## src/rtl/data_mem_lsu.sv

```systemverilog
// Load/store unit driving a word-organised data memory. Sub-word stores are
// done as read-modify-write; loads are sign- or zero-extended.
module data_mem_lsu #(
  parameter int ADDR_W = 8,
  parameter int DATA_W = 32
) (
  input  logic              clk,
  input  logic              rst,
  input  logic              req_valid,
  output logic              req_ready,
  input  logic              req_we,
  input  logic [1:0]        req_size,
  input  logic              req_signed,
  input  logic [ADDR_W-1:0] req_addr,
  input  logic [DATA_W-1:0] req_wdata,
  output logic              rsp_valid,
  output logic              rsp_err,
  output logic [DATA_W-1:0] rsp_rdata,
  output logic [ADDR_W-3:0] mem_a,
  output logic [DATA_W-1:0] mem_wd,
  output logic              mem_we,
  input  logic [DATA_W-1:0] mem_rd
);

  typedef enum logic [1:0] {IDLE, ACCESS, WRITE, RESP} state_t;

  state_t              state, state_nx;
  logic                we_q;
  logic [1:0]          size_q;
  logic                sgn_q;
  logic [ADDR_W-1:0]   addr_q;
  logic [DATA_W-1:0]   wdata_q;
  logic [DATA_W-1:0]   merge_q;
  logic [DATA_W-1:0]   rdata_q;
  logic                err_q;

  logic                bad_req;
  logic                mem_we_raw;
  logic [4:0]          sh;
  logic [DATA_W-1:0]   shifted;
  logic [DATA_W-1:0]   load_val;
  logic [DATA_W-1:0]   mask;
  logic [DATA_W-1:0]   merged;

  always_comb begin
    bad_req = 1'b0;
    case (req_size)
      2'b00:   bad_req = 1'b0;
      2'b01:   bad_req = req_addr[0];
      2'b10:   bad_req = (req_addr[1:0] != 2'b00);
      default: bad_req = 1'b1;
    endcase
  end

  // Halfwords are always even-aligned here, so one lane shift serves both sizes.
  always_comb begin
    sh       = {addr_q[1:0], 3'b000};
    shifted  = mem_rd >> sh;
    load_val = mem_rd;
    case (size_q)
      2'b00:   load_val = {{24{sgn_q & shifted[7]}}, shifted[7:0]};
      2'b01:   load_val = {{16{sgn_q & shifted[15]}}, shifted[15:0]};
      default: load_val = mem_rd;
    endcase
    mask   = ((size_q == 2'b00) ? 32'h0000_00FF : 32'h0000_FFFF) << sh;
    merged = (merge_q & ~mask) | ((wdata_q << sh) & mask);
  end

  always_ff @(posedge clk) begin
    if (rst) state <= IDLE;
    else     state <= state_nx;
  end

  always_comb begin
    state_nx   = state;
    req_ready  = 1'b0;
    rsp_valid  = 1'b0;
    mem_we_raw = 1'b0;
    mem_wd     = '0;
    case (state)
      IDLE: begin
        req_ready = 1'b1;
        if (req_valid) state_nx = bad_req ? RESP : ACCESS;
      end
      ACCESS: begin
        if (we_q && size_q != 2'b10) begin
          state_nx = WRITE;
        end else begin
          if (we_q) begin
            mem_we_raw = 1'b1;
            mem_wd     = wdata_q;
          end
          state_nx = RESP;
        end
      end
      WRITE: begin
        mem_we_raw = 1'b1;
        mem_wd     = merged;
        state_nx   = RESP;
      end
      RESP: begin
        rsp_valid = 1'b1;
        state_nx  = IDLE;
      end
      default: state_nx = IDLE;
    endcase
  end

  assign mem_we    = mem_we_raw & ~rst;
  assign mem_a     = addr_q[ADDR_W-1:2];
  assign rsp_rdata = rdata_q;
  assign rsp_err   = err_q;

  // Response registers only change on the way into RESP so they hold otherwise.
  always_ff @(posedge clk) begin
    if (rst) begin
      we_q    <= 1'b0;
      size_q  <= '0;
      sgn_q   <= 1'b0;
      addr_q  <= '0;
      wdata_q <= '0;
      merge_q <= '0;
      rdata_q <= '0;
      err_q   <= 1'b0;
    end else begin
      case (state)
        IDLE: begin
          if (req_valid) begin
            we_q    <= req_we;
            size_q  <= req_size;
            sgn_q   <= req_signed;
            addr_q  <= req_addr;
            wdata_q <= req_wdata;
            if (bad_req) begin
              err_q   <= 1'b1;
              rdata_q <= '0;
            end
          end
        end
        ACCESS: begin
          if (!we_q) begin
            rdata_q <= load_val;
            err_q   <= 1'b0;
          end else if (size_q == 2'b10) begin
            rdata_q <= '0;
            err_q   <= 1'b0;
          end else begin
            merge_q <= mem_rd;
          end
        end
        WRITE: begin
          rdata_q <= '0;
          err_q   <= 1'b0;
        end
        default: ;
      endcase
    end
  end

endmodule
```

## config.mk

```make
export PLATFORM = sky130hd
export DESIGN_NAME = data_mem_lsu
export DESIGN_NICKNAME = d
export VERILOG_FILES = /design/src/rtl/data_mem_lsu.sv
export SDC_FILE = /design/constraint.sdc
export NUM_CORES = 1
export LEC_CHECK = 0
export CORE_ASPECT_RATIO = 1.4
export CORE_MARGIN = 4
export CORE_UTILIZATION = 48
export CTS_CLUSTER_SIZE = 8
export DETAILED_ROUTE_END_ITERATION = 8
export GPL_TIMING_DRIVEN = 0
export PLACE_DENSITY = 0.84
export REMOVE_ABC_BUFFERS = 1
export SYNTH_ARGS = -nofsm -noshare
export SYNTH_HDL_FRONTEND = slang
export SYNTH_SLANG_ARGS = --single-unit
```

## constraint.sdc

```tcl
create_clock -name clk -period 2.8 [get_ports clk]
set_input_delay 0.56 -clock clk [delete_from_list [all_inputs] [get_ports clk]]
set_output_delay 0.56 -clock clk [all_outputs]
set_load 0.005 [all_outputs]
```

==> results.py <==
metrics = {
    "die": {
        "dieArea_um2": 13090,
        "die_h_um": 133.8,
        "io_pins": 153,
        "core_um2": 10980,
        "die_x_um": 97.85,
        "fp-row-count": 45,
        "start_util_pct": 49.41,
    },
    "sta": {
        "min_period_ns": 2.761,
        "hold_viol": 0,
        "worst_pin_slew_ns": 0.7754,
        "rsz0062_at_grt": "yes",
        "clock-skew-final_ns": 0.003444,
        "setup_viol": 0,
        "period_share_pct": 98.60,
        "timing.fmax_mhz": 362.2,
        "hold_slack_ns": 0.4629,
        "relSlewSlack_pct": 48.31,
        "drv_slew": 0,
    },
    "global_routing": {
        "grtUsageTotal_pct": 25.92,
        "grt.overflow.total": 0,
        "grt_max_degree": 49,
        "grt_pass1_wl_um": 28020,
        "first_global_vias": 5694,
        "antenna_found_initial": 0,
    },
    "logic_synthesis": {
        "synth_top_area_share_pct": 40.96,
        "synth_area_um2": 5425,
        "synth_edf_count": 0,
        "synth_area_leaders": "dfxtp_1 (41%), nand2_1 (16%), a21oi_1 (9.8%), mux2i_1 (5.7%), clkbuf_1 (3.3%)",
        "syn_area_per_cell_um2": 7.514,
        "synthDistinctLibCells": 37,
        "synth_most_common_cell": "nand2_1",
        "yosysWarnings": 0,
        "ys_seq_area_share_pct": 40.96,
        "syn_inst": 722,
        "synth_top_area_cell": "dfxtp_1",
        "ys_ff_latch": 111,
        "synth.top_cells.by_count": "nand2_1 (236), dfxtp_1 (111), a21oi_1 (106)",
        "asyncSetResetFlopFracSynth_pct": 0,
        "synth_flop_cell": "dfxtp_1",
    },
    "power": {
        "swShare_pct": 38.45,
        "clkPwrFrac_pct": 23.3,
        "pwr-share-seq_pct": 38.3,
        "combPwrFrac_pct": 38.5,
        "power.density_nw_per_um2": 696.0,
        "power.leakage_uw": 0.002797,
        "peakVddDrop_mv": 0.3484,
        "internal_power_uw": 3231,
        "p_switching_uw": 2019,
    },
    "final_layout": {
        "diodes": 0,
        "post-route-util_pct": 68.70,
        "drive_gt1_share_pct": 9.501,
        "area_delta_synth_final_pct": 39.02,
        "finalNonFillerCells": 983,
        "nets": 921,
    },
    "critical_path": {
        "cp_max_fo": 17,
        "end_kind": "output port",
        "r2r_setup_slack_ns": 0.22,
        "crit_type": "register to output port",
        "worstPathRequired_ns": 2.24,
        "cp_data_arrival_time_ns": 2.20,
        "cp-start-kind": "register",
        "r2r_end": "rsp_rdata[24]",
        "reg2regPathDepth": 7,
        "r2r_start": "state[0]",
    },
    "clock_network": {
        "cts_tree": "yes",
        "cts_max_level": 3,
        "clk_pin_slew_ns": 0.07,
        "clk_path_buf_depth": 2,
        "cts.sinks": 111,
        "clock_latency_ns": 0.35,
        "ctsHoldBuffers": 0,
        "clock-root-buffer": "clkbuf_16",
        "cts_buffers": 9,
    },
    "route": {
        "drt-pass1-iter-count": 7,
        "wl_um": 17520,
        "ant_nets": 0,
        "avgRoutedWirePerCell_um": 17.83,
        "vias_per_cell": 5.822,
        "first_iter_violations": 454,
        "drc_errors": 0,
        "vias": 5723,
    },
    "place": {
        "dp.cells": 951,
        "hpwlAfterDp_um": 11980,
        "port_buffers": 152,
        "globalplace.congestion": 0.8608,
    },
    "hold_path": {
        "hold_path_class": "register to register",
        "holdPathStages": 2,
        "holdPathEnd": "merge_q[4]",
        "hp-start": "merge_q[4]",
    },
    "status": {
        "status": "finished clean",
    },
    "flow_run": {
        "maxCapViolCount": 0,
    },
}
==> state kept, by name, summed over array words and instances, names as in the netlist <==
name	cells
state	2
addr_q	8
rsp_rdata	32
merge_q	32
we_q	1
rsp_err	1
size_q	2
wdata_q	32
sgn_q	1
==> through the flow <==
step           worst slack (ns)  total power [µW]  setup TNS [ns]  cell area, µm²
2_1_floorplan           -0.4363              2977          -14.06            5132
3_3_place_gp             -2.489              3618         -154.88            6830
3_5_place_dp             -1.945              3698          -66.89            6878
4_1_cts               -0.004047              5141       -0.004047            7431
5_1_grt                -0.02386              5524        -0.02522            7542
6_report                0.03927              5250               0            7542
==> what timing repair did <==
item / 4_1_cts / 5_1_grt
cloned: 0 / 1
buffers inserted: 11 / 4
setup endpoints to repair: 98 / 43
pin swaps: 3 / 5
gates resized for setup: 55 / 23
==> metal layers <==
metal,vias up,GRT usage [%],routed length [µm]
met3,68,5.723,1305
met1,2639,30.87,6753
met4,0,11.24,818
met5,-,0,0
met2,304,44.62,8647
li1,2712,-,-
==> cell type report <==
class                      count  area, µm²
sequential                   111       2245
inverter                       5      23.77
fill                         866       3437
clock inverter                 7      56.30
clock buffer                   9      225.2
tap                          141      176.4
multi-input combinational    540       3080
timing repair buffer         170       1735
==> placed cells by master (no fill, tap or decap), types with 3 or more instances in the layout <==
master	count
dlygate4sd2_1	8
nand2_1	235
a21oi_1	101
nor2b_4	4
nand3_1	4
buf_12	3
o211ai_1	21
dfxtp_1	105
buf_4	10
nor2_4	3
a22oi_1	18
inv_6	3
ha_4	3
mux2_2	4
mux2i_1	31
buf_6	3
a32oi_1	18
clkinvlp_4	3
nor2b_1	5
dfxtp_4	6
a21oi_2	4
nor3_1	4
clkbuf_16	9
nor2_1	15
o21ai_0	27
dlymetal6s2s_1	12
clkdlybuf4s50_1	131
o2bb2ai_1	8
a22o_1	5
==> worst max-delay path, stage by stage (launching register included) <==
cell,delay [ns]
dfxtp_4,0.37
inv_2,0.10
ha_4,0.16
nand2_2,0.12
nor2_4,0.16
buf_12,0.16
nand2_1,0.07
a21oi_2,0.16
clkdlybuf4s50_1,0.53
==> logic make-up after synthesis <==
kind of cell	after synthesis	share of synthesized area [%]
AO/OA/AOI/OAI	211	23.94
flip-flops	111	40.96
AND/OR/NAND/NOR	287	21.24
buffers and inverters	72	5.742
adder cells (fa/ha/maj)	5	1.153
multiplexers	36	6.965
==> worst max-delay path by stage <==
stage	slack, ns	cells after the start	startpoint	endpoint
2_1_floorplan	-0.44	4	size_q[1]	rsp_rdata[0]
3_3_place_gp	-2.49	3	rst	rsp_rdata[1]
3_5_place_dp	-1.94	6	addr_q[0]	mem_wd[21]
4_1_cts	-0.004	8	state[1]	mem_wd[13]
5_1_grt	-0.02	4	addr_q[1]	mem_wd[26]
6_report	0.04	8	state[1]	mem_wd[10]
==> power by group through the flow <==
stage	logic [µW]	clock network, µW	registers [µW]
after floorplan	994	0	1980
after global placement	1580	0	2040
after detailed placement	1640	0	2050
after CTS	1900	1240	2000
after global routing	2190	1300	2030
final	2020	1220	2010
No activity file was read; power rests on OpenSTA's default activity.
